`src/rtl/ram_arbiter.sv`:
```
// rtl/ram_arbiter.sv - two-master Wishbone arbiter for the shared system-RAM port
//
// Purpose: shares the single RAM port between the CPU (master 0) and the
// read-only video fetch master (master 1). Video has priority. A burst limit
// gives the CPU one access in every BURST_MAX+1 grants under contention.
// Bus signals are forwarded combinationally from the owning master.
//
// Ports:
//   clk_i, res_i           clock, asynchronous active-high reset
//   m0_*                   CPU Wishbone master port (read/write)
//   m1_*                   video Wishbone master port (read only)
//   s_*                    RAM-side Wishbone port
//   gnt_o                  one-hot owner: bit 0 CPU, bit 1 video, 00 idle

module ram_arbiter #(
  parameter int BURST_MAX = 4
) (
  input  logic        clk_i,
  input  logic        res_i,
  input  logic [15:1] m0_adr_i,
  input  logic        m0_we_i,
  input  logic        m0_cyc_i,
  input  logic        m0_stb_i,
  input  logic [1:0]  m0_sel_i,
  input  logic [15:0] m0_dat_i,
  output logic        m0_ack_o,
  output logic [15:0] m0_dat_o,
  input  logic [15:1] m1_adr_i,
  input  logic        m1_cyc_i,
  input  logic        m1_stb_i,
  output logic        m1_ack_o,
  output logic [15:0] m1_dat_o,
  output logic [15:1] s_adr_o,
  output logic        s_we_o,
  output logic        s_cyc_o,
  output logic        s_stb_o,
  output logic [1:0]  s_sel_o,
  output logic [15:0] s_dat_o,
  input  logic [15:0] s_dat_i,
  input  logic        s_ack_i,
  output logic [1:0]  gnt_o
);

  localparam logic [3:0] LP_MAX = 4'(BURST_MAX);

  typedef enum logic [1:0] {
    ST_IDLE = 2'd0,
    ST_OWN0 = 2'd1,
    ST_OWN1 = 2'd2
  } state_t;

  state_t      r_state;
  state_t      w_state_nxt;
  state_t      w_pick_state;
  logic [3:0]  r_vcnt;
  logic        w_own0;
  logic        w_own1;
  logic        w_pick_v;
  logic        w_pick_c;
  logic        w_burst_done;
  logic        w_enter_own0;

  assign w_own0 = (r_state == ST_OWN0);
  assign w_own1 = (r_state == ST_OWN1);

  // Video wins unless the CPU is waiting and video has used up its burst.
  assign w_pick_v = m1_cyc_i & (~m0_cyc_i | (r_vcnt < LP_MAX));
  assign w_pick_c = ~w_pick_v & m0_cyc_i;

  always_comb begin
    w_pick_state = ST_IDLE;
    if (w_pick_v)
      w_pick_state = ST_OWN1;
    else if (w_pick_c)
      w_pick_state = ST_OWN0;
  end

  // True when the ack now in flight is the last video ack of this burst.
  assign w_burst_done = ({1'b0, r_vcnt} + 5'd1) >= {1'b0, LP_MAX};

  // State register
  always_ff @(posedge clk_i or posedge res_i) begin
    if (res_i)
      r_state <= ST_IDLE;
    else
      r_state <= w_state_nxt;
  end

  // Next-state logic
  always_comb begin
    w_state_nxt = r_state;
    case (r_state)
      ST_IDLE: w_state_nxt = w_pick_state;
      ST_OWN0: begin
        if (!m0_cyc_i)
          w_state_nxt = w_pick_state;
        else if (m0_ack_o && m1_cyc_i)
          w_state_nxt = ST_OWN1;
      end
      ST_OWN1: begin
        if (!m1_cyc_i)
          w_state_nxt = w_pick_state;
        else if (m1_ack_o && m0_cyc_i && w_burst_done)
          w_state_nxt = ST_OWN0;
      end
      default: w_state_nxt = ST_IDLE;
    endcase
  end

  assign w_enter_own0 = (w_state_nxt == ST_OWN0) && !w_own0;

  // Burst counter: clears take priority so the CPU grant always starts a fresh burst.
  always_ff @(posedge clk_i or posedge res_i) begin
    if (res_i)
      r_vcnt <= 4'd0;
    else if (!m0_cyc_i || w_enter_own0)
      r_vcnt <= 4'd0;
    else if (m1_ack_o && (r_vcnt != LP_MAX))
      r_vcnt <= r_vcnt + 4'd1;
  end

  // Output logic: bus mux driven from the registered owner
  always_comb begin
    s_adr_o = '0;
    s_we_o  = 1'b0;
    s_cyc_o = 1'b0;
    s_stb_o = 1'b0;
    s_sel_o = 2'b00;
    s_dat_o = '0;
    case (r_state)
      ST_OWN0: begin
        s_adr_o = m0_adr_i;
        s_we_o  = m0_we_i;
        s_cyc_o = m0_cyc_i;
        s_stb_o = m0_stb_i;
        s_sel_o = m0_sel_i;
        s_dat_o = m0_dat_i;
      end
      ST_OWN1: begin
        s_adr_o = m1_adr_i;
        s_cyc_o = m1_cyc_i;
        s_stb_o = m1_stb_i;
        s_sel_o = 2'b11;
      end
      default: ;
    endcase
  end

  assign m0_ack_o = s_ack_i & w_own0;
  assign m1_ack_o = s_ack_i & w_own1;
  assign m0_dat_o = s_dat_i;
  assign m1_dat_o = s_dat_i;
  assign gnt_o    = {w_own1, w_own0};

endmodule

```
`config.mk`:
```
export PLATFORM = sky130hd
export DESIGN_NAME = ram_arbiter
export DESIGN_NICKNAME = d
export VERILOG_FILES = /design/src/rtl/ram_arbiter.sv
export SDC_FILE = /design/constraint.sdc
export NUM_CORES = 1
export LEC_CHECK = 0
export CAP_MARGIN = 20
export CORE_UTILIZATION = 24
export DETAILED_ROUTE_END_ITERATION = 16
export GPL_ROUTABILITY_DRIVEN = 0
export PLACE_DENSITY_LB_ADDON = 0.1
export SETUP_SLACK_MARGIN = 0.5
export SLEW_MARGIN = 20
export SYNTH_ARGS = -nofsm -noshare
export SYNTH_HDL_FRONTEND = slang
export SYNTH_SLANG_ARGS = --single-unit
```
`constraint.sdc`:
```
create_clock -name clk_i -period 1.85 [get_ports clk_i]
set_input_delay 0.37 -clock clk_i [delete_from_list [all_inputs] [get_ports clk_i]]
set_output_delay 0.37 -clock clk_i [all_outputs]
set_load 0.05 [all_outputs]
```
==> metrics.cfg <==
[cells_and_area]
final-seq-area_um2 = 151
synthToLayoutAreaGrowth_pct = 167
nets = 324
fillers = 366
drive_gt1_frac = 0.623
final_cells = 311
n_antenna_cell = 0
multi_input_area_mm2 = 0.00108

[floorplan]
row_count = 25
coreArea_mm2 = 0.00472
die_w_um = 72.3
dieHeight_um = 72.3
num_io_pins = 144
start_util = 0.251
die-area_mm2 = 0.00522

[place]
dp.final_hpwl_um = 3430
numPortBuffers = 95
placedCellCount = 283
place_ws_ns = -0.260

[global_routing]
grt_first_pass_wirelength_um = 7150
grt_pass1_vias = 1407
grt_max_degree = 15
grt_use_total = 0.171
antenna_found_initial = 0
grt_overflow = 0

[power]
p_switching_mw = 2.13
leakage_nw = 1.27
pwr-share-clk = 0.041
total_power_mw = 4.87
intPower_mw = 2.75
ir_drop_mv = 0.977
p_per_area_mw_per_mm2 = 1540
sw_frac_of_total = 0.436
pwr-share-seq = 0.041
pwr-share-comb = 0.919

[setup_path]
cp.required_ns = 1.48
crit_start = r_state[0]
crit_type = flip-flop to primary output
reg2reg_depth = 9
cp-start-kind = flip-flop
path_cells = inv_4 > ha_4 > buf_6 > and2_4 > buf_6 > buf_12
cp_slowest_stage_delay_ns = 0.44
cp_max_fo = 6
reg2reg_slack_ns = -0.02
cp-end-kind = primary output
endpoint = m1_ack_o
cp_data_arrival_time_ns = 1.52
regToRegEndpoint = r_vcnt[3]
slowest_stage = dfrtp_2
cpMostUsedCell = buf_6
r2r-start = r_state[0]

[timing]
fin_ws_ns = -0.0447
slew_violations = 0
finalClockSkew_ns = 0.00458
fmax_mhz = 528
hold_viol = 0
fin_crit_ns = 1.89
setup_viol = 21
fin_crit_sh = 1.02
rsz0062_at_grt = true
slew_headroom = 0.712
worstMarginPinSlew_ns = 0.430

[clocking]
htree_levels = 1
clk_latency_ns = 0.22
clkSinkCount = 6
clockRootBuffer = clkbuf_8
clk_path_buf_depth = 2
cts_buffers = 3
clk_pin_slew_worst_paths_ns = 0.04
cts_tree = yes

[yosys]
avgSynthCellArea_um2 = 7.74
ys_warn_count = 0
yosysMostFrequentCell = buf_4
netlist_area_mm2 = 0.00118
syn_nets = 232
netlist.area_leader.share = 0.215
synth.ff_latch_count = 6
synth_enable_flop_cells = 0
synth-main-ff-cell = dfrtp_1
yosysUniqueCellTypes = 31
synthArstFlopShare = 1.00
synth.area.top_cells = buf_4 22%, dfrtp_1 13%, nor2b_1 11%, a22oi_1 11%, and2_1 9.5%
yosysSeqAreaShare = 0.127
synth_common_cells = 34 x buf_4, 21 x nor2b_1, 18 x and2_1, 17 x a22oi_1
syn_inst = 153
yosys.area.top_type = buf_4

[detailed_routing]
firstDrtPassIters = 4
dr.first_iter.drc_count = 32
route.detailed.drc = 0
routedWlPerCell_um = 15.2
via_per_inst = 4.54
wirelength_um = 4720
drtAntennaViolNets = 0
vias = 1411

[run_status]
status = complete, but fails checks
violations = negative setup slack

[min_path]
hold_path_class = primary input to async pin

[flow_run]
drv_cap = 0

[power groups by stage]
| stage | Combinational [mW] | Sequential, mW | Clock (mW) |
|---|---|---|---|
| floorplan | 2.55 | 0.202 | 0 |
| global placement | 3.71 | 0.198 | 0 |
| detailed placement | 3.76 | 0.198 | 0 |
| CTS | 4.40 | 0.199 | 0.203 |
| global route | 4.68 | 0.202 | 0.218 |
| finish | 4.48 | 0.199 | 0.198 |
[flip-flops by register name, summed over array words and instances, names as in the netlist]
register,count
r_state,2
r_vcnt,4
[cell usage in the layout, fill, tap and decap left out, types with 2 or more instances in the layout]
cell type,netlist,routed
a21oi_1,6,5
buf_6,1,8
clkdlybuf4s50_1,0,53
buf_16,0,2
buf_4,34,19
inv_2,1,2
dlymetal6s2s_1,0,2
nor2b_1,21,2
clkbuf_8,0,3
buf_12,0,44
nor2b_4,0,19
ha_2,0,2
inv_1,7,5
a22oi_2,0,17
ha_4,0,3
nand2_1,4,4
nand3_1,4,3
ha_1,7,2
and2_4,1,19
a221oi_2,2,2
dfrtp_1,6,5
[stage by stage]
| stage | util | hold WS [ns] | setup TNS [ns] | cell area (um^2) |
|---|---|---|---|---|
| 3_5_place_dp | 0.577 | 0.589 | -0.795 | 2730 |
| 4_1_cts | 0.654 | 0.357 | -0.492 | 3090 |
| 3_3_place_gp | 0.577 | 0.585 | -0.390 | 2730 |
| 6_report | 0.669 | 0.355 | -0.264 | 3160 |
| 2_1_floorplan | - | 0.161 | 0 | 1560 |
| 5_1_grt | 0.669 | 0.379 | -2.01 | 3160 |
[kinds of logic (layout without fill, tap and decap cells)]
family	count (synthesis)	after routing	synth area share
AOI/OAI and AO/OA	36	36	0.249
and+or+nand+nor	52	52	0.266
buffers and inverters	51	142	0.277
adders and majority gates	7	7	0.0739
DFF	6	6	0.127
xor gates and xnor gates	1	1	0.00739
[worst min-delay path by stage]
stage                       to  slack [ns]
floorplan           r_state[1]        0.16
global placement    r_state[1]        0.58
detailed placement   r_vcnt[2]        0.59
CTS                  r_vcnt[1]        0.36
global route         r_vcnt[1]        0.38
finish               r_vcnt[1]        0.36
[what timing repair did]
action	4_1_cts	5_1_grt
buffers inserted	17	4
gates cloned	2	1
hold buffers	0	0
resized for setup	30	4
setup endpoints to repair	46	46
pin swaps	8	11
[worst max-delay path, delay by kind of cell (launching register included)]
| family | cells | cell delay (ns) |
|---|---|---|
| fa+ha+maj | 1 | 0.19 |
| buf+inv | 4 | 0.47 |
| flops | 1 | 0.44 |
| simple gates | 1 | 0.19 |
[layout make-up]
type,instances,share of cell area
clock buffer,4,0.0143
inverter,8,0.0103
multi-input combinational,96,0.343
sequential,6,0.0479
tap,67,0.0265
timing repair buffer,130,0.558
[metal layers]
| layer | up-vias | GRT usage | wire, um |
|---|---|---|---|
| li1 | 676 | - | - |
| met1 | 658 | 0.219 | 1960 |
| met2 | 62 | 0.309 | 2410 |
| met3 | 15 | 0.0139 | 307 |
| met4 | 0 | 0.0436 | 41 |
| met5 | - | 0 | 0 |
(Power assumes the default switching activity.)
